File: config.mk
export PLATFORM = sky130hd
export DESIGN_NAME = softmax_norm
export DESIGN_NICKNAME = d
export VERILOG_FILES = /design/src/rtl/softmax_norm.sv
export SDC_FILE = /design/constraint.sdc
export NUM_CORES = 1
export LEC_CHECK = 0
export CORE_UTILIZATION = 62
export CTS_CLUSTER_SIZE = 14
export DETAILED_ROUTE_END_ITERATION = 8
export PLACE_DENSITY = 0.91
export SYNTH_ARGS = -nofsm -noshare
export SYNTH_HDL_FRONTEND = slang
export SYNTH_SLANG_ARGS = --single-unit
export TNS_END_PERCENT = 30
File: constraint.sdc
create_clock -name clk -period 6.8 [get_ports clk]
set_input_delay 1.36 -clock clk [delete_from_list [all_inputs] [get_ports clk]]
set_output_delay 1.36 -clock clk [all_outputs]
set_load 0.01 [all_outputs]
File: src/rtl/softmax_norm.sv
// softmax_norm: normalisation stage of the approximate softmax.
// Buffers N exp words, sums them, then emits exp_i/sum as Q0.16.
module softmax_norm #(
    parameter int N     = 4,
    parameter int IDX_W = $clog2(N),
    parameter int SUM_W = 32 + $clog2(N)
) (
    input  logic             clk,
    input  logic             rst,
    input  logic             in_valid,
    output logic             in_ready,
    input  logic [20:0]      in_exp,
    output logic             out_valid,
    input  logic             out_ready,
    output logic [15:0]      out_prob,
    output logic [IDX_W-1:0] out_idx,
    output logic             out_last
);
    typedef enum logic [1:0] {ACCUM, DIV, OUT} state_t;

    localparam logic [IDX_W-1:0] LAST = IDX_W'(N - 1);
    localparam logic [4:0] ITER_END = 5'd17;

    state_t state, state_next;

    logic [IDX_W-1:0] cnt;
    logic [IDX_W-1:0] idx;
    logic [SUM_W-1:0] sum;
    logic [31:0]      mem [N];
    logic [SUM_W:0]   rem;
    logic [16:0]      dvd;
    logic [16:0]      quo;
    logic [4:0]       iter;
    logic [15:0]      prob;

    logic [4:0]     pos;
    logic [31:0]    fix;
    logic           take;
    logic [SUM_W:0] sum_ext;
    logic [SUM_W:0] rem_sh;
    logic [SUM_W:0] rem_sub;
    logic           ge;
    logic [16:0]    quo_next;
    logic [15:0]    prob_next;

    always_comb begin
        pos = (in_exp[20:16] > 5'd16) ? 5'd16 : in_exp[20:16];
        fix = {16'b0, in_exp[15:0]} << pos;
    end

    assign take     = in_valid && in_ready;
    assign sum_ext  = {1'b0, sum};
    assign rem_sh   = {rem[SUM_W-1:0], dvd[16]};
    assign ge       = rem_sh >= sum_ext;
    assign rem_sub  = rem_sh - sum_ext;
    assign quo_next = {quo[15:0], ge};

    // A zero sum makes every trial subtraction succeed; force q=0 instead
    always_comb begin
        prob_next = quo_next[15:0];
        if (sum == '0)
            prob_next = 16'h0000;
        else if (quo_next[16])
            prob_next = 16'hFFFF;
    end

    always_ff @(posedge clk) begin
        if (rst)
            state <= ACCUM;
        else
            state <= state_next;
    end

    always_comb begin
        state_next = state;
        case (state)
            ACCUM: if (take && cnt == LAST) state_next = DIV;
            DIV:   if (iter == ITER_END) state_next = OUT;
            OUT:   if (out_ready) state_next = (idx == LAST) ? ACCUM : DIV;
            default: state_next = ACCUM;
        endcase
    end

    always_ff @(posedge clk) begin
        if (take)
            mem[cnt] <= fix;
    end

    // iter 0 loads the divider, iters 1..17 each retire one quotient bit
    always_ff @(posedge clk) begin
        if (rst) begin
            cnt  <= '0;
            idx  <= '0;
            sum  <= '0;
            iter <= '0;
            rem  <= '0;
            dvd  <= '0;
            quo  <= '0;
            prob <= '0;
        end else begin
            case (state)
                ACCUM: begin
                    if (take) begin
                        sum  <= sum + SUM_W'(fix);
                        cnt  <= (cnt == LAST) ? '0 : cnt + IDX_W'(1);
                        iter <= '0;
                    end
                end
                DIV: begin
                    iter <= iter + 5'd1;
                    if (iter == 5'd0) begin
                        rem <= {{(SUM_W - 30){1'b0}}, mem[idx][31:1]};
                        dvd <= {mem[idx][0], 16'b0};
                        quo <= '0;
                    end else begin
                        rem <= ge ? rem_sub : rem_sh;
                        dvd <= {dvd[15:0], 1'b0};
                        quo <= quo_next;
                        if (iter == ITER_END)
                            prob <= prob_next;
                    end
                end
                OUT: begin
                    if (out_ready) begin
                        iter <= '0;
                        if (idx == LAST) begin
                            idx <= '0;
                            sum <= '0;
                        end else begin
                            idx <= idx + IDX_W'(1);
                        end
                    end
                end
                default: ;
            endcase
        end
    end

    assign in_ready  = (state == ACCUM);
    assign out_valid = (state == OUT);
    assign out_prob  = prob;
    assign out_idx   = idx;
    assign out_last  = (state == OUT) && (idx == LAST);
endmodule

==> results of run 1 <==
[state kept, by name, summed over array words and instances (netlist names), named ones only]
name and flops:
rem 34, mem 128, out_prob 16, quo 16
out_idx 2, state 2, cnt 2, sum 34
iter 5, dvd 1
[worst min-delay path by stage]
stage / startpoint / end / slack [ns] / depth (start not counted)
after floorplan: quo[0] / quo[0] / 0.44 / 2
after global routing: out_prob[11] / out_prob[11] / 0.48 / 2
after CTS: out_prob[7] / out_prob[7] / 0.45 / 2
after global placement: out_prob[7] / out_prob[7] / 0.44 / 2
after detailed placement: out_prob[1] / out_prob[1] / 0.44 / 2
final: out_prob[7] / out_prob[7] / 0.45 / 2
[synthesized netlist by cell type, types with 11 or more instances]
cell type,instances,area [um2]
sky130_fd_sc_hd__edfxtp_1,128,3844
sky130_fd_sc_hd__a21oi_1,115,575.6
sky130_fd_sc_hd__dfxtp_1,114,2282
sky130_fd_sc_hd__nor2_1,114,427.9
sky130_fd_sc_hd__nand2_1,103,386.6
sky130_fd_sc_hd__o21ai_0,95,475.5
sky130_fd_sc_hd__ha_1,74,925.9
sky130_fd_sc_hd__clkbuf_1,65,244.0
sky130_fd_sc_hd__inv_1,56,210.2
sky130_fd_sc_hd__mux2i_1,40,400.4
sky130_fd_sc_hd__a21o_1,34,255.2
sky130_fd_sc_hd__mux4_2,32,720.7
sky130_fd_sc_hd__nand3b_1,30,225.2
sky130_fd_sc_hd__xnor2_1,30,262.8
sky130_fd_sc_hd__nand3_1,27,135.1
sky130_fd_sc_hd__o21ai_1,25,125.1
sky130_fd_sc_hd__xor2_1,24,210.2
sky130_fd_sc_hd__a211oi_1,20,150.1
sky130_fd_sc_hd__nand2b_1,19,118.9
sky130_fd_sc_hd__nor2b_1,19,118.9
sky130_fd_sc_hd__nor3_1,19,95.09
sky130_fd_sc_hd__a22oi_1,17,127.6
sky130_fd_sc_hd__a211oi_2,16,200.2
sky130_fd_sc_hd__nand4_1,16,100.1
sky130_fd_sc_hd__a22o_1,14,122.6
sky130_fd_sc_hd__and3_1,14,87.58
sky130_fd_sc_hd__nor4_1,13,81.33
sky130_fd_sc_hd__and2_1,11,68.82
sky130_fd_sc_hd__buf_1,11,41.29
sky130_fd_sc_hd__or3_1,11,68.82
[area by class of cell]
type	instances	area (um2)
Multi-Input combinational cell	1024	7298
Fill cell	1490	6523
Sequential cell	242	6127
Clock buffer	38	734.5
Timing Repair Buffer	71	640.6
Tap cell	280	350.3
Inverter	56	210.2
Clock inverter	8	75.07
[placed cells by master (no fill, tap or decap), types with 7 or more instances in the layout]
cell type / instances
sky130_fd_sc_hd__nor2_1: 114
sky130_fd_sc_hd__nand2_1: 103
sky130_fd_sc_hd__nor3_1: 19
sky130_fd_sc_hd__nor4_1: 13
sky130_fd_sc_hd__clkdlybuf4s50_1: 44
sky130_fd_sc_hd__o21ai_0: 95
sky130_fd_sc_hd__a21oi_1: 115
sky130_fd_sc_hd__mux4_2: 32
sky130_fd_sc_hd__a22oi_1: 17
sky130_fd_sc_hd__and3_1: 14
sky130_fd_sc_hd__a211oi_2: 16
sky130_fd_sc_hd__a31oi_1: 7
sky130_fd_sc_hd__o31ai_1: 8
sky130_fd_sc_hd__xnor2_1: 30
sky130_fd_sc_hd__edfxtp_1: 128
sky130_fd_sc_hd__a22o_1: 14
sky130_fd_sc_hd__xor2_1: 24
sky130_fd_sc_hd__or3_1: 11
sky130_fd_sc_hd__dfxtp_1: 113
sky130_fd_sc_hd__a211oi_1: 20
sky130_fd_sc_hd__o21ai_1: 25
sky130_fd_sc_hd__clkbuf_1: 7
sky130_fd_sc_hd__buf_4: 26
sky130_fd_sc_hd__o21a_1: 8
sky130_fd_sc_hd__ha_1: 74
sky130_fd_sc_hd__clkbuf_16: 25
sky130_fd_sc_hd__nand4_1: 16
sky130_fd_sc_hd__and2_1: 11
sky130_fd_sc_hd__inv_1: 56
sky130_fd_sc_hd__nor2b_1: 19
sky130_fd_sc_hd__a21o_1: 34
sky130_fd_sc_hd__nand2b_1: 18
sky130_fd_sc_hd__mux2i_1: 40
sky130_fd_sc_hd__nand3_1: 27
sky130_fd_sc_hd__nand3b_1: 30
[worst reg2reg max path, delay by kind of cell, from the launching register on]
kind	cells	cell delay (ns)
AOI/OAI and AO/OA	9	2.33
buffers and inverters	3	0.99
DFF	1	0.41
adders and majority gates	1	0.36
[power groups by stage]
stage | registers [W] | clock network [W] | logic [W]
3_5_place_dp | 0.00168 | 0 | 0.000777
4_1_cts | 0.00165 | 0.00135 | 0.000786
2_1_floorplan | 0.00166 | 0 | 0.000610
5_1_grt | 0.00166 | 0.00142 | 0.000872
3_3_place_gp | 0.00168 | 0 | 0.000759
6_report | 0.00165 | 0.00134 | 0.000804
[kinds of logic after synthesis]
group | share of synthesized area
buf+inv | 0.04057
compound gates | 0.1887
fa+ha+maj | 0.06914
simple gates | 0.1466
mux | 0.08266
flops | 0.4385
xor+xnor | 0.03385
[metal layers]
metal	part of all wire	up-vias
met5	0	-
met4	0.039	0
met3	0.088	116
met2	0.46	601
met1	0.41	5410
li1	-	5254
[stage by stage]
| stage | worst slack, ns | total power, W | utilization | cell area, um2 |
|---|---|---|---|---|
| after floorplan | 1.190 | 0.002270 | - | 13970 |
| after detailed placement | 0.3511 | 0.002458 | 0.6661 | 14630 |
| after CTS | 0.8826 | 0.003790 | 0.7030 | 15440 |
| after global placement | 0.4785 | 0.002435 | 0.6661 | 14630 |
| final | 0.8266 | 0.003803 | 0.7030 | 15440 |
| after global routing | 0.4909 | 0.003946 | 0.7030 | 15440 |
==> results.rst, run 1 <==
.. list-table::
   :header-rows: 1

   * - Metric
     - Value
   * - Number of instances in the synthesized netlist
     - approximately 1.4k
   * - Initial Utilization
     - 0.6362
   * - Number of register bits inferred by synthesis
     - 242
   * - WL per Instance
     - approximately 21 um
   * - GR Layer Usage met1
     - 0.4165
   * - Highest-delay cell along the critical path
     - sky130_fd_sc_hd__o21ai_0
   * - Minimum clock period after layout
     - between 5 and 6 ns
   * - EDFF count, synth
     - 128
   * - Number of buffers inserted to repair setup after CTS
     - 0
   * - Detailed Route WL
     - 35760 um
   * - Post_cts resized
     - 0
   * - Path class of the lowest-slack min-delay path
     - reg2reg
   * - Predominant post-synthesis flop cell
     - sky130_fd_sc_hd__edfxtp_1
   * - Slew Limit Fails
     - 0
   * - CTS max path bufs
     - 3
   * - Initial antenna violation count
     - 1
   * - Synthesized area
     - about 0.014 mm2
   * - Area of the placeable core
     - roughly 0.022 mm2
   * - Final count of hold timing violations
     - 0
   * - DRC violations left
     - 6
   * - Part of the total power dissipated in sequential elements
     - 0.435
   * - GR peak layer
     - met2
   * - Met2 demand-to-capacity share in global routing
     - 0.5076
   * - Power density over the cells
     - around 250 mW/mm2
   * - Depth of the most critical reg-to-reg path
     - 13
   * - R2r startpoint
     - sum[12]
   * - H-tree depth reported by CTS
     - 1
   * - Met3 Resource Use GR
     - 0.05676
   * - Fraction of layout cells with a size suffix above 1
     - 0.08965
   * - Startpoint of the most critical setup path
     - in_exp[17]
   * - Net count after synthesis
     - between 1.5k and 2k
   * - Global router's overall resource usage
     - 0.3132
   * - Kind of launch point of the worst setup path
     - input pin
   * - Reported leakage power
     - just under 6 nW
   * - Post-CTS clock slew at the launch and capture registers of the worst setup and hold paths
     - roughly 0.060 ns
   * - Residual antenna-violating net count after detailed routing
     - 0
   * - Routability cong.
     - roughly 0.96
   * - Number of hold-repair buffers added at the cts stage
     - 0
   * - Outcome
     - finished with violations
   * - Proportion of synthesized chip area in sequential cells
     - 0.4385
   * - Clock network fraction of total power
     - 0.354
   * - Via density per instance
     - about 6.6
   * - Average footprint of a synthesized cell
     - 9.944 um2
   * - Failing checks
     - design-rule violations
   * - Worst Clk Skew
     - between 0.009 and 0.01 ns
   * - Critical-path maximum fanout
     - 11
   * - Post-synthesis to final-layout area growth
     - 10.49%
   * - Cell at the root of the clock tree
     - sky130_fd_sc_hd__clkbuf_16
   * - Pin count of the biggest net entering global routing
     - between 60 and 70
   * - X dimension of the die
     - ~150 um
   * - Slack of the worst reg-to-reg path
     - around 2.6 ns
   * - WS Path Type
     - in2reg
   * - Max-cap violation count
     - 0
   * - Pin slew with the least headroom to its limit
     - just under 0.9 ns
   * - Highest attainable clock frequency
     - between 150 and 200 MHz
   * - Overflow after GRT
     - 0
   * - Switching share of power
     - 0.2909
   * - Largest incremental delay on the critical path
     - about 0.55 ns
   * - N_diodes
     - 0
   * - Hold_ws
     - 0.4482 ns
   * - Final cell count without fillers
     - 1719
   * - Largest delay contributor family on the critical path
     - compound AO/OA/AOI/OAI gates
   * - Vias in the first global route
     - 10.91k
   * - Final setup violation count
     - 0
   * - Drt pass-1 iters
     - 9
   * - Overall die height
     - 152.1 um
   * - Summed negative setup slack over all endpoints
     - 0 ns
   * - Io pins
     - 46
   * - Crit path buffers/inverters
     - 1
   * - Cells after DPL
     - between 1.5k and 2k
   * - Syn. warnings
     - 0
   * - Async SR Flop Fraction
     - 0
   * - Final layout net count
     - roughly 1.5k
   * - Global-route wire length before repair
     - around 58000 um
   * - RSZ-0062 raised after global routing
     - false
   * - Number of buffers created by CTS
     - 25
   * - Share of the clock period used by the worst path
     - 0.8784
   * - Count of cell types in the netlist
     - 69
   * - Latest clock arrival within the worst-skew pair
     - around 0.53 ns
   * - Via count of the routed design
     - around 11k
   * - Slew headroom
     - 0.4039
   * - Cell internal power dissipation
     - about 0.0027 W
   * - Arrival time at the worst endpoint
     - 6.39 ns
   * - Critical path required time
     - 7.22 ns
   * - Placed wire-length estimate
     - approximately 25000 um
   * - Capture point of the worst path
     - sum[27]
   * - Drt initial violations
     - around 1.0k
   * - Maximum ir drop on the vdd rail
     - ~0.23 mV
   * - Die Area
     - ~0.023 mm2
   * - Cell count along the critical path
     - 16
   * - Critical Path End Type
     - flop
   * - Endpoint of the worst register-to-register path
     - rem[5]
   * - Combinational share of power
     - 0.211
   * - Num Clock Sinks
     - around 240
   * - TritonCTS clock tree
     - built
   * - Net switching power
     - between 0.001 and 0.0015 W
   * - Chain of cells forming the critical path
     - clkdlybuf4s50_1 > nand2b_1 > mux2i_1 > a21oi_1 > mux2_2 > o21ai_0 > ha_1 > a211o_1 > a221o_1 > or3_1 > o21ai_1 > a21oi_1 > a31oi_1 > o21ai_1 > xor2_1 > a22o_1
   * - Count of input and output buffers
     - between 40 and 50
   * - Row count
     - 54
Power figures use the tool's default switching activity.
==> run 2: changes to the inputs <==
CORE_UTILIZATION = 56   (was 62)
CTS_CLUSTER_DIAMETER = 50   (was default)
PLACE_DENSITY = 0.88   (was 0.91)
clock period = 4.9 ns   (was 6.8 ns; I/O delays follow)
==> run 2 against run 1 <==
  * The run now ends clean
  * Sequential share of layout area decreased by 3.2 points
  * Flip-flop and latch count unchanged
  * Critical path depth increased by 3
  * Via count increased by 4.6%
  * Clock-buffer cell count decreased by 2
  * Routed wire length increased by 4.3%
==> results.rst, run 2 (synthesized netlist as in run 1, its figures left out) <==
.. list-table::
   :header-rows: 1

   * - Metric
     - Value
   * - Outcome
     - complete, no violations
   * - Area of the placeable core
     - 0.02439 mm2 (+11%)
   * - Minimum clock period after layout
     - between 4 and 5 ns
   * - Row count
     - 57 (+5.6%)
   * - Arrival time at the worst endpoint
     - 5.23 ns (-1.16 ns)
   * - Most frequent cells in the layout
     - sky130_fd_sc_hd__buf_4, sky130_fd_sc_hd__edfxtp_1, sky130_fd_sc_hd__dfxtp_1
   * - Worst Clk Skew
     - 0.02220 ns (+0.01238 ns)
   * - Vias in the first global route
     - 11.44k (+4.9%)
   * - Chain of cells forming the critical path
     - clkdlybuf4s50_1 > nor2b_4 > buf_6 > mux2i_1 > mux2i_1 > a21oi_1 > mux2_2 > o21ai_1 > buf_4 > ha_1 > a211o_1 > a221o_1 > or3_1 > o21ai_2 > a21oi_1 > a31oi_1 > o21ai_1 > xor2_1 > a22o_1
   * - Path class of the lowest-slack min-delay path
     - reg2reg
   * - Initial antenna violation count
     - 0 (-1)
   * - Highest attainable clock frequency
     - about 210 MHz
   * - Critical Path End Type
     - flop
   * - Summed negative setup slack over all endpoints
     - 0 ns (unchanged)
   * - X dimension of the die
     - 160.0 um (+5.2%)
   * - Most frequent standard cell in the layout excluding fill and tap cells
     - sky130_fd_sc_hd__buf_4
   * - Fin area
     - 0.01680 mm2 (+8.8%)
   * - Post-synthesis to final-layout area growth
     - 20.22%
   * - Pin count of the biggest net entering global routing
     - 48 (-28%)
   * - Flip-flop count of the largest register, all copies and words added
     - 128 (unchanged)
   * - Residual antenna-violating net count after detailed routing
     - 0 (unchanged)
   * - Power density over the cells
     - 322.3 mW/mm2 (+31%)
   * - Fraction of layout cells with a size suffix above 1
     - 0.1982 (+0.1086)
   * - Register name with the most flops
     - mem
   * - Max-cap violation count
     - 0 (unchanged)
   * - Routability cong.
     - 0.9627 (+0.60%)
   * - Critical-path maximum fanout
     - 6 (-5)
   * - Io pins
     - 46 (unchanged)
   * - Drt pass-1 iters
     - 6 (-3)
   * - Global router's overall resource usage
     - 0.2878 (-0.02541)
   * - Worst setup slack after placement
     - -0.6071 ns (-0.9582 ns)
   * - Worst min-delay path startpoint
     - out_prob[11]
   * - Reported leakage power
     - 6.676 nW (+13%)
   * - Overall die height
     - 160.0 um (+5.2%)
   * - Endpoint of the worst register-to-register path
     - rem[5]
   * - Depth of the most critical reg-to-reg path
     - 13 (unchanged)
   * - WS Path Type
     - in2reg
   * - Final count of hold timing violations
     - 0 (unchanged)
   * - Final worst slack
     - 0.07934 ns (-0.7472 ns)
   * - Power after layout
     - 0.005413 W (+42%)
   * - Post-layout utilization of the core
     - 0.6886 (-0.01434)
   * - Detailed Route WL
     - 37320 um (+4.3%)
   * - Initial Utilization
     - 0.5728 (-0.06345)
   * - Share of the clock period used by the worst path
     - 0.9838
   * - TritonCTS clock tree
     - built
   * - Dpl cell area
     - 0.01581 mm2 (+8.1%)
   * - Sink of the worst hold path
     - out_prob[11]
   * - Slack of the worst reg-to-reg path
     - 0.63 ns (-1.99 ns)
   * - Drt initial violations
     - 1143 (+9.1%)
   * - Via count of the routed design
     - 11.91k (+4.6%)
   * - Slew headroom
     - 0.3998 (-0.004098)
   * - Cell at the root of the clock tree
     - sky130_fd_sc_hd__clkbuf_16
   * - Number of hold-repair buffers added at the cts stage
     - 0 (unchanged)
   * - Global-route wire length before repair
     - 59200 um (+2.1%)
   * - R2r startpoint
     - sum[12]
   * - Num Clock Sinks
     - 242 (unchanged)
   * - CTS max path bufs
     - 3 (unchanged)
   * - Overflow after GRT
     - 0 (unchanged)
   * - Largest incremental delay on the critical path
     - 0.49 ns (-0.06 ns)
   * - Kind of launch point of the worst setup path
     - input pin
   * - Count of input and output buffers
     - 45 (unchanged)
   * - WL per Instance
     - 19.51 um (-6.2%)
   * - Slew Limit Fails
     - 0 (unchanged)
   * - Number of buffers created by CTS
     - 25 (unchanged)
   * - Die Area
     - 0.02558 mm2 (+11%)
   * - Highest-delay cell along the critical path
     - sky130_fd_sc_hd__clkdlybuf4s50_1
   * - Hold path depth
     - 2 (unchanged)
   * - Critical path required time
     - 5.31 ns (-1.91 ns)
   * - Pin slew with the least headroom to its limit
     - 0.8976 ns (+0.006128 ns)
   * - Final setup violation count
     - 0 (unchanged)
   * - Latest clock arrival within the worst-skew pair
     - 0.53 ns (about the same)
   * - Largest registers
     - mem: 128 flops, rem: 34 flops, sum: 34 flops
   * - Via density per instance
     - 6.225 (-6.0%)
   * - Placed wire-length estimate
     - 27250 um (+9.4%)
   * - Final layout net count
     - 1672 (+9.9%)
   * - Maximum ir drop on the vdd rail
     - 0.3209 mV (+42%)
   * - Post-CTS clock slew at the launch and capture registers of the worst setup and hold paths
     - 0.06 ns (about the same)
   * - H-tree depth reported by CTS
     - 1 (unchanged)
   * - N_diodes
     - 0 (unchanged)
   * - DRC violations left
     - 0 (-6)
[run 2: changes by cell type in the layout (fill, tap and decap cells not counted), moves of 4 or more]
cell / previous run / this run
sky130_fd_sc_hd__a21oi_2: 0 / 6
sky130_fd_sc_hd__mux2i_2: 0 / 13
sky130_fd_sc_hd__o21ai_0: 95 / 91
sky130_fd_sc_hd__a21oi_1: 115 / 109
sky130_fd_sc_hd__buf_4: 26 / 174
sky130_fd_sc_hd__mux2i_1: 40 / 24
[run 2: where the power goes]
group / internal, W / total [W] / switching [W]
clock: 0.00100 / 0.00180 / 0.000793
sequential: 0.00223 / 0.00230 / 0.0000678
combinational: 0.000575 / 0.00132 / 0.000746
total: 0.00381 / 0.00541 / 0.00161
[run 2: repair_timing]
action                                  4_1_cts  5_1_grt
gates cloned                                  0        1
buffers inserted                              0        2
endpoints found under the setup margin        2       17
pin swaps                                     0        2
gates resized for setup                       3       49
[run 2: how the worst max path moves through the flow]
stage	from	to	slack (ns)
2_1_floorplan	in_exp[16]	sum[27]	0.03
3_3_place_gp	in_exp[16]	sum[30]	-0.47
3_5_place_dp	in_exp[20]	sum[30]	-0.61
4_1_cts	in_exp[16]	sum[27]	0.01
5_1_grt	in_exp[16]	sum[26]	-0.12
6_report	in_exp[16]	sum[27]	0.08
[run 2: metal layers]
layer / GRT usage / vias to the layer above / share of wire / wire [um]
li1: - / 5568 / - / -
met1: 0.3907 / 5729 / 0.42 / 15520
met2: 0.4674 / 509 / 0.47 / 17450
met3: 0.03792 / 102 / 0.080 / 2998
met4: 0.1156 / 0 / 0.036 / 1344
met5: 0 / - / 0 / 0
[run 2: per-stage QoR]
| step | cells | hold slack (ns) |
|---|---|---|
| 6_report | 1913 | 0.4503 |
| 2_1_floorplan | 1405 | 0.4415 |
| 4_1_cts | 1910 | 0.4524 |
| 3_5_place_dp | 1865 | 0.4437 |
| 3_3_place_gp | 1865 | 0.4369 |
| 5_1_grt | 1913 | 0.4740 |
[run 2: final cells by class]
cell class	count	area, um2
Inverter	56	210.2
Clock buffer	36	696.9
Timing Repair Buffer	222	1799
Tap cell	324	405.4
Multi-Input combinational cell	1024	7480
Sequential cell	242	6127
Clock inverter	9	77.57
Fill cell	1757	7595
[run 2: critical path: cells and delay by family]
family | cells | cell delay (ns)
compound gates | 9 | 1.75
buf+inv | 3 | 0.81
xor+xnor | 1 | 0.16
fa+ha+maj | 1 | 0.33
simple gates | 2 | 0.56
mux | 3 | 0.64
